## src/rtl/time_entry_if.sv

```systemverilog
// Keypad-entry bus for time_entry: edit control, key strobe, display scan
// lookup and the committed hour/minute/second outputs.
interface time_entry_if;
    logic        start;
    logic [10:0] cur_hour;
    logic [10:0] cur_minute;
    logic [10:0] cur_second;
    logic        key_valid;
    logic [3:0]  key_code;
    logic [2:0]  light;
    logic [10:0] num;
    logic [2:0]  cursor;
    logic        editing;
    logic [10:0] set_hour;
    logic [10:0] set_minute;
    logic [10:0] set_second;
    logic        set_valid;
    logic        err;

    modport master (
        output start, cur_hour, cur_minute, cur_second, key_valid, key_code, light,
        input  num, cursor, editing, set_hour, set_minute, set_second, set_valid, err
    );

    modport slave (
        input  start, cur_hour, cur_minute, cur_second, key_valid, key_code, light,
        output num, cursor, editing, set_hour, set_minute, set_second, set_valid, err
    );
endinterface

```

## src/rtl/time_entry.sv

```systemverilog
// Keypad time entry: a 6-digit HH-MM-SS edit buffer filled from keypad digits,
// range-checked on enter and committed as one set_valid pulse. The buffer is
// also served to the 7-seg mux by scan position while editing.
module time_entry #(
    parameter int HOUR_MAX       = 23,
    parameter int TIMEOUT_CYCLES = 5000
) (
    input  logic          clk,
    input  logic          rst_n,
    time_entry_if.slave   bus
);

    typedef enum logic [1:0] {
        S_IDLE  = 2'd0,
        S_EDIT  = 2'd1,
        S_CHECK = 2'd2
    } state_t;

    localparam int CW = (TIMEOUT_CYCLES > 1) ? $clog2(TIMEOUT_CYCLES) : 1;
    localparam logic [CW-1:0] TO_LAST  = CW'((TIMEOUT_CYCLES > 0) ? TIMEOUT_CYCLES - 1 : 0);
    localparam logic [10:0]   HOUR_LIM = 11'(HOUR_MAX);

    localparam logic [3:0] K_BACK   = 4'd10;
    localparam logic [3:0] K_ENTER  = 4'd11;
    localparam logic [3:0] K_CANCEL = 4'd12;

    state_t        r_state;
    logic [3:0]    r_dig [6];      // d0..d5 = H tens, H units, M tens, M units, S tens, S units
    logic [2:0]    r_idx;          // digit index 0..5; scan position derived below
    logic [CW-1:0] r_cnt;
    logic [10:0]   r_set_hour;
    logic [10:0]   r_set_minute;
    logic [10:0]   r_set_second;
    logic          r_set_valid;
    logic          r_err;

    logic [3:0]    w_pre [6];
    logic [3:0]    w_lim;
    logic [10:0]   w_hour;
    logic [10:0]   w_minute;
    logic [10:0]   w_second;
    logic          w_expire;
    logic [10:0]   w_num;
    logic [2:0]    w_cursor;

    // Preload digits: tens/units split of the current time
    assign w_pre[0] = 4'(bus.cur_hour   / 11'd10);
    assign w_pre[1] = 4'(bus.cur_hour   % 11'd10);
    assign w_pre[2] = 4'(bus.cur_minute / 11'd10);
    assign w_pre[3] = 4'(bus.cur_minute % 11'd10);
    assign w_pre[4] = 4'(bus.cur_second / 11'd10);
    assign w_pre[5] = 4'(bus.cur_second % 11'd10);

    // Decimal reassembly at full 11-bit width (max 99, no truncation)
    assign w_hour   = 11'(r_dig[0]) * 11'd10 + 11'(r_dig[1]);
    assign w_minute = 11'(r_dig[2]) * 11'd10 + 11'(r_dig[3]);
    assign w_second = 11'(r_dig[4]) * 11'd10 + 11'(r_dig[5]);

    // Idle timer expiry; a parameter of 0 disables it entirely
    assign w_expire = (TIMEOUT_CYCLES != 0) && (r_cnt == TO_LAST);

    // Largest digit accepted at the current cursor: tens of hour and of min/sec
    always_comb begin
        w_lim = 4'd9;
        if (r_idx == 3'd0)
            w_lim = 4'd2;
        else if (r_idx == 3'd2 || r_idx == 3'd4)
            w_lim = 4'd5;
    end

    // Digit index to scan position, skipping the separators at 2 and 5
    always_comb begin
        case (r_idx)
            3'd0:    w_cursor = 3'd0;
            3'd1:    w_cursor = 3'd1;
            3'd2:    w_cursor = 3'd3;
            3'd3:    w_cursor = 3'd4;
            3'd4:    w_cursor = 3'd6;
            default: w_cursor = 3'd7;
        endcase
    end

    // Display lookup by scan position; separators show code 11
    always_comb begin
        w_num = 11'd0;
        if (r_state != S_IDLE) begin
            case (bus.light)
                3'd0:    w_num = 11'(r_dig[0]);
                3'd1:    w_num = 11'(r_dig[1]);
                3'd3:    w_num = 11'(r_dig[2]);
                3'd4:    w_num = 11'(r_dig[3]);
                3'd6:    w_num = 11'(r_dig[4]);
                3'd7:    w_num = 11'(r_dig[5]);
                default: w_num = 11'd11;
            endcase
        end
    end

    // Edit FSM: buffer, cursor, idle timer, commit and error pulses
    always_ff @(posedge clk or negedge rst_n) begin
        if (!rst_n) begin
            r_state      <= S_IDLE;
            for (int i = 0; i < 6; i++) r_dig[i] <= 4'd0;
            r_idx        <= 3'd0;
            r_cnt        <= '0;
            r_set_hour   <= 11'd0;
            r_set_minute <= 11'd0;
            r_set_second <= 11'd0;
            r_set_valid  <= 1'b0;
            r_err        <= 1'b0;
        end else begin
            r_set_valid <= 1'b0;
            r_err       <= 1'b0;
            case (r_state)
                S_IDLE: begin
                    if (bus.start) begin
                        for (int i = 0; i < 6; i++) r_dig[i] <= w_pre[i];
                        r_idx   <= 3'd0;
                        r_cnt   <= '0;
                        r_state <= S_EDIT;
                    end
                end
                S_EDIT: begin
                    if (bus.key_valid) begin
                        // Any key restarts the idle timer, even one that expires now
                        r_cnt <= '0;
                        if (bus.key_code <= 4'd9) begin
                            if (bus.key_code > w_lim) begin
                                r_err <= 1'b1;
                            end else begin
                                r_dig[r_idx] <= bus.key_code;
                                if (r_idx != 3'd5) r_idx <= r_idx + 3'd1;
                            end
                        end else if (bus.key_code == K_BACK) begin
                            if (r_idx != 3'd0) r_idx <= r_idx - 3'd1;
                        end else if (bus.key_code == K_ENTER) begin
                            r_state <= S_CHECK;
                        end else if (bus.key_code == K_CANCEL) begin
                            r_state <= S_IDLE;
                        end
                    end else if (w_expire) begin
                        r_cnt   <= '0;
                        r_state <= S_IDLE;
                    end else if (TIMEOUT_CYCLES != 0) begin
                        r_cnt <= r_cnt + 1'b1;
                    end
                end
                S_CHECK: begin
                    r_cnt <= '0;
                    if (w_hour <= HOUR_LIM) begin
                        r_set_hour   <= w_hour;
                        r_set_minute <= w_minute;
                        r_set_second <= w_second;
                        r_set_valid  <= 1'b1;
                        r_state      <= S_IDLE;
                    end else begin
                        r_err   <= 1'b1;
                        r_idx   <= 3'd0;
                        r_state <= S_EDIT;
                    end
                end
                default: r_state <= S_IDLE;
            endcase
        end
    end

    assign bus.num        = w_num;
    assign bus.cursor     = w_cursor;
    assign bus.editing    = (r_state != S_IDLE);
    assign bus.set_hour   = r_set_hour;
    assign bus.set_minute = r_set_minute;
    assign bus.set_second = r_set_second;
    assign bus.set_valid  = r_set_valid;
    assign bus.err        = r_err;

endmodule

```

## src/flat_wrapper.sv

```systemverilog
// flat-port wrapper written by rule: the top's interface ports become plain ports
module time_entry_flat 
#(
    parameter int HOUR_MAX       = 23,
    parameter int TIMEOUT_CYCLES = 5000
)
  (clk, rst_n, bus_start, bus_cur_hour, bus_cur_minute, bus_cur_second, bus_key_valid, bus_key_code, bus_light, bus_num, bus_cursor, bus_editing, bus_set_hour, bus_set_minute, bus_set_second, bus_set_valid, bus_err);
  time_entry_if bus_i ();
  input  logic clk;
  input  logic rst_n;
  input wire logic [$bits(bus_i.start)-1:0] bus_start;
  input wire logic [$bits(bus_i.cur_hour)-1:0] bus_cur_hour;
  input wire logic [$bits(bus_i.cur_minute)-1:0] bus_cur_minute;
  input wire logic [$bits(bus_i.cur_second)-1:0] bus_cur_second;
  input wire logic [$bits(bus_i.key_valid)-1:0] bus_key_valid;
  input wire logic [$bits(bus_i.key_code)-1:0] bus_key_code;
  input wire logic [$bits(bus_i.light)-1:0] bus_light;
  output wire logic [$bits(bus_i.num)-1:0] bus_num;
  output wire logic [$bits(bus_i.cursor)-1:0] bus_cursor;
  output wire logic [$bits(bus_i.editing)-1:0] bus_editing;
  output wire logic [$bits(bus_i.set_hour)-1:0] bus_set_hour;
  output wire logic [$bits(bus_i.set_minute)-1:0] bus_set_minute;
  output wire logic [$bits(bus_i.set_second)-1:0] bus_set_second;
  output wire logic [$bits(bus_i.set_valid)-1:0] bus_set_valid;
  output wire logic [$bits(bus_i.err)-1:0] bus_err;
  assign bus_i.start = bus_start;
  assign bus_i.cur_hour = bus_cur_hour;
  assign bus_i.cur_minute = bus_cur_minute;
  assign bus_i.cur_second = bus_cur_second;
  assign bus_i.key_valid = bus_key_valid;
  assign bus_i.key_code = bus_key_code;
  assign bus_i.light = bus_light;
  assign bus_num = bus_i.num;
  assign bus_cursor = bus_i.cursor;
  assign bus_editing = bus_i.editing;
  assign bus_set_hour = bus_i.set_hour;
  assign bus_set_minute = bus_i.set_minute;
  assign bus_set_second = bus_i.set_second;
  assign bus_set_valid = bus_i.set_valid;
  assign bus_err = bus_i.err;
  time_entry #(.HOUR_MAX(HOUR_MAX), .TIMEOUT_CYCLES(TIMEOUT_CYCLES)) u_core (.clk(clk), .rst_n(rst_n), .bus(bus_i));
endmodule
```

## config.mk

```make
export PLATFORM = sky130hd
export DESIGN_NAME = time_entry_flat
export DESIGN_NICKNAME = d
export VERILOG_FILES = /design/src/rtl/time_entry_if.sv /design/src/rtl/time_entry.sv /design/src/flat_wrapper.sv
export SDC_FILE = /design/constraint.sdc
export NUM_CORES = 1
export LEC_CHECK = 0
export BUFFER_PORTS_ARGS = -buffer_cell sky130_fd_sc_hd__buf_2
export CAP_MARGIN = 20
export CORE_MARGIN = 5
export CORE_UTILIZATION = 65
export CTS_CLUSTER_DIAMETER = 80
export DETAILED_ROUTE_END_ITERATION = 8
export GPL_TIMING_DRIVEN = 0
export HOLD_SLACK_MARGIN = 0.12
export PLACE_DENSITY_LB_ADDON = 0.08
export SETUP_SLACK_MARGIN = 0.02
export SLEW_MARGIN = 40
export SYNTH_ARGS = -nofsm -noshare
export SYNTH_HDL_FRONTEND = slang
export SYNTH_SLANG_ARGS = --single-unit
```

## constraint.sdc

```tcl
create_clock -name clk -period 5.2 [get_ports clk]
set_clock_uncertainty 0.1 [all_clocks]
set_input_delay 0.78 -clock clk [delete_from_list [all_inputs] [get_ports clk]]
set_output_delay 0.78 -clock clk [all_outputs]
set_load 0.01 [all_outputs]
```

==> results by group <==
Run status
  – Outcome: completed

Clock network
  – Total CTS buffers: 9
  – Postcts setup bufs: 0
  – Post-cts hold buffer count: 0
  – CTS tree: yes
  – CTS root buf: clkbuf_16
  – Clock-pin slew on the worst setup and hold paths: 0.06 ns
  – H-tree depth: 3
  – Clk_lat worst skew: 0.33 ns
  – Max Root-Sink Buffers: 2
  – Post-CTS sizing: 0
  – Clock sinks: 71

Worst setup path
  – Reg2Reg Depth: 15
  – Worst r2r src: u_core.r_idx[0]$_DFFE_PN0P_
  – Worst r2r dst: u_core.r_dig[2]$_DFFE_PN0P_
  – CP Class: input pin to flip-flop
  – Top cell family by delay on the critical path: compound AO/OA/AOI/OAI gates
  – Slowest stage delay, CP: 0.47 ns
  – Crit path DAT: 4.68 ns
  – Worst path slowest cell: a311oi_4
  – Crit path launch type: input pin
  – Worst path required time: 5.32 ns
  – CP bufs+invs: 2
  – Crit path capture type: flip-flop
  – Cell Chain, Critical Path: buf_2 -> buf_2 -> nand2b_1 -> a32o_1 -> or2_0 -> o311a_1 -> a311oi_4 -> mux2_1 -> nor2_1 -> a211oi_2 -> ha_1 -> nor2_1 -> a211oi_1 -> o211ai_1 -> a2bb2oi_1 -> mux2_2
  – R2R Setup Slk: 1.00 ns
  – CP max FO: 10

Timing
  – # setup viols final: 0
  – Unrepaired setup endpoints after global routing: no
  – Rel. slew slack: 43.8%
  – Period utilization: 87.8%
  – Final slew viol count: 0
  – Maximum clock rate: ~220 MHz
  – Setup TNS: 0 ns
  – Min Tclk post-route: 4.57 ns
  – Final Hold Fails: 0
  – Worst slew pin tran: 0.822 ns

Layout
  – Filler cells: ~940
  – Layout cells sized above 1: 14.8%
  – Layout Nets: 1168
  – Diodes inserted: 0
  – Synth-to-Final Area Change: 12.0%
  – Multi-input gate area: 5310 µm²
  – Sequential cell area: roughly 1800 µm²
  – Cell area after layout: approximately 8500 µm²

Logic synthesis
  – Syn avg cell area: 7.74 µm²
  – Synth area leaders: dfrtp_1 (23%), ha_1 (6.3%), nand2_1 (5.9%)
  – Netlist cell types: 108
  – Area of the mapped netlist: 7610 µm²
  – Top-area cell type share of the netlist area: 23.4%
  – Syn. warnings: 0
  – Async set-reset flop share out of synthesis: 100%
  – Cells after synthesis: just under 1000
  – Top cell type by total area after synthesis: dfrtp_1
  – FF+latch count, synth: 71
  – Post-synth top flop: dfrtp_1
  – Number of synthesized flops with an enable pin: 0
  – Seq/Total Area, Yosys: a little under a quarter

Global routing
  – GRT Util Overall: a little over a quarter
  – Initial antenna violation count: 0
  – Congestion Overflow GR: 0
  – First-pass GRT wire length: 32100 µm
  – Vias in the first global route: 6977
  – Pin count of the biggest net entering global routing: 39

Die
  – Starting Density: 66.3%
  – Core region area: ~11000 µm²
  – Die W: 118 µm
  – Row cnt: 39
  – Die area: 14000 µm²
  – Io pins: 94
  – Die height: 118 µm

Pwr
  – Leak: about 3.8 nW
  – VDD IR max: 0.423 mV
  – Power Density: roughly 440 nW/µm²

Run
  – Max_cap viols: 0

Drt
  – Remaining antenna violation count: 0
  – 1st-iter DRT viols: 769
  – 1st-pass router iterations: 5
  – Via count: 7706
  – Per-cell routed wire length: between 15 and 20 µm
  – Residual DRC: 0
  – Post-Route WL: 19100 µm
  – Vias per std cell: 6.28

Placement
  – Placed Area: 8220 µm²
  – GP Congestion: 0.927
  – Port bufs: 73
  – DPL Wire Length: around 14000 µm

Min path
  – Class of the worst hold path: input pin to asynchronous set/reset pin
[cells by family after synthesis]
| kind of cell | synth area share (%) |
|---|---|
| AO/OA/AOI/OAI | 31.1 |
| adder cells (fa/ha/maj) | 7.83 |
| flip-flops | 23.4 |
| other | 0.0493 |
| multiplexers | 3.29 |
| buffers and inverters | 7.42 |
| XOR/XNOR | 3.90 |
| AND/OR/NAND/NOR | 23.1 |
[layer usage]
metal  vias up  part of all wire [%]  track usage, %
li1       3799                     -               -
met1      3573                    44            35.8
met2       292                    47            43.5
met3        42                   6.2            3.34
met4         0                   2.5            8.96
met5         -                     0               0
[per-stage QoR]
step	utilization [%]	instances	hold slack, ns	power [mW]	worst slack [ns]
6_report	74.3	1227	0.230	3.73	0.632
5_1_grt	74.3	1227	0.249	4.06	0.414
4_1_cts	74.3	1227	0.237	3.72	0.685
3_5_place_dp	71.7	1212	0.357	3.07	0.364
3_3_place_gp	71.5	1211	0.354	3.01	0.431
2_1_floorplan	-	995	0.367	2.51	0.996
[registers in the layout, indices dropped and copies added, names as in the netlist]
name                   flops
u_core.bus.set_valid       1
u_core.bus.set_hour        9
u_core.bus.set_minute      9
u_core.r_dig              24
u_core.r_cnt              13
u_core.r_state             2
u_core.r_idx               3
u_core.bus.err             1
u_core.bus.set_second      9
[Yosys cell counts, drive strengths merged (5+ instances only)]
master and count:
nand3b 9, o211ai 14, o31ai 19, nand3 24, nand4 8, o31a 7
xor2 16, and3 8, buf 38, ha 38, fa 6, nor2 77
o22ai 11, dfrtp 71, inv 43, or3b 6, xnor2 17, a22oi 7
and2 11, nor3b 7, a21oi 54, nor2b 16, or3 5, nor3 26
nand2 120, o21a 12, clkbuf 38, o221ai 6, mux2i 16, o21ai 87
o41ai 6, nand2b 20, a22o 5, a2111oi 7, o32ai 6, a31oi 14
or2 6, a211oi 16, a21o 9
[worst reg2reg max path, stage by stage (launching register included)]
cell and delay (ns):
dfrtp_1 0.48, inv_1 0.16, ha_1 0.27, ha_1 0.27, or2_2 0.32, ha_1 0.29
o21a_1 0.11, o21a_1 0.16, o211ai_1 0.23, nand3_1 0.33, nor2_1 0.26, clkbuf_1 0.43
nand2_1 0.10, mux2i_1 0.16, a31oi_1 0.06, a221o_1 0.37
[cell type report]
type / count / share of cell area (%)
inverter: 45 / 1.98
tap: 143 / 2.10
buffer: 76 / 4.64
timing repair buffer: 74 / 4.60
multi-input combinational: 803 / 62.3
clock inverter: 3 / 0.499
clock buffer: 12 / 3.01
sequential: 71 / 20.9
[power breakdown]
| part | total (mW) | internal [mW] | switching, mW |
|---|---|---|---|
| combinational | 2.21 | 0.935 | 1.28 |
| sequential | 0.902 | 0.727 | 0.175 |
| clock | 0.614 | 0.394 | 0.220 |
| total | 3.73 | 2.05 | 1.67 |
[layout by cell type, fill, tap and decap left out, types with 12 or more instances in the layout]
master / synthesis / layout
a211oi_1: 14 / 14
a21oi_1: 54 / 54
a31oi_1: 14 / 14
buf_2: 16 / 88
buf_4: 18 / 18
clkbuf_1: 38 / 39
conb_1: 1 / 13
dfrtp_1: 71 / 71
ha_1: 38 / 38
inv_1: 41 / 41
mux2i_1: 16 / 16
nand2_1: 119 / 119
nand2b_1: 19 / 19
nand3_1: 24 / 24
nor2_1: 75 / 75
nor2b_1: 16 / 16
nor3_1: 26 / 26
o211ai_1: 13 / 13
o21a_1: 12 / 12
o21ai_0: 81 / 81
o31ai_1: 17 / 17
xnor2_1: 17 / 17
xor2_1: 15 / 15
[worst max path at each step]
| stage | startpoint | end | slack [ns] | cells after the start |
|---|---|---|---|---|
| after CTS | bus_cur_minute[10] | u_core.r_dig[12]$_DFFE_PN0P_ | 0.68 | 16 |
| after detailed placement | bus_cur_minute[10] | u_core.r_dig[12]$_DFFE_PN0P_ | 0.36 | 16 |
| after floorplan | bus_cur_minute[10] | u_core.r_dig[11]$_DFFE_PN0P_ | 1.0 | 14 |
| after global placement | bus_cur_minute[10] | u_core.r_dig[12]$_DFFE_PN0P_ | 0.43 | 16 |
| final | bus_cur_minute[10] | u_core.r_dig[12]$_DFFE_PN0P_ | 0.63 | 16 |
| after global routing | bus_cur_minute[10] | u_core.r_dig[12]$_DFFE_PN0P_ | 0.41 | 16 |
Power figures use the tool's default switching activity.
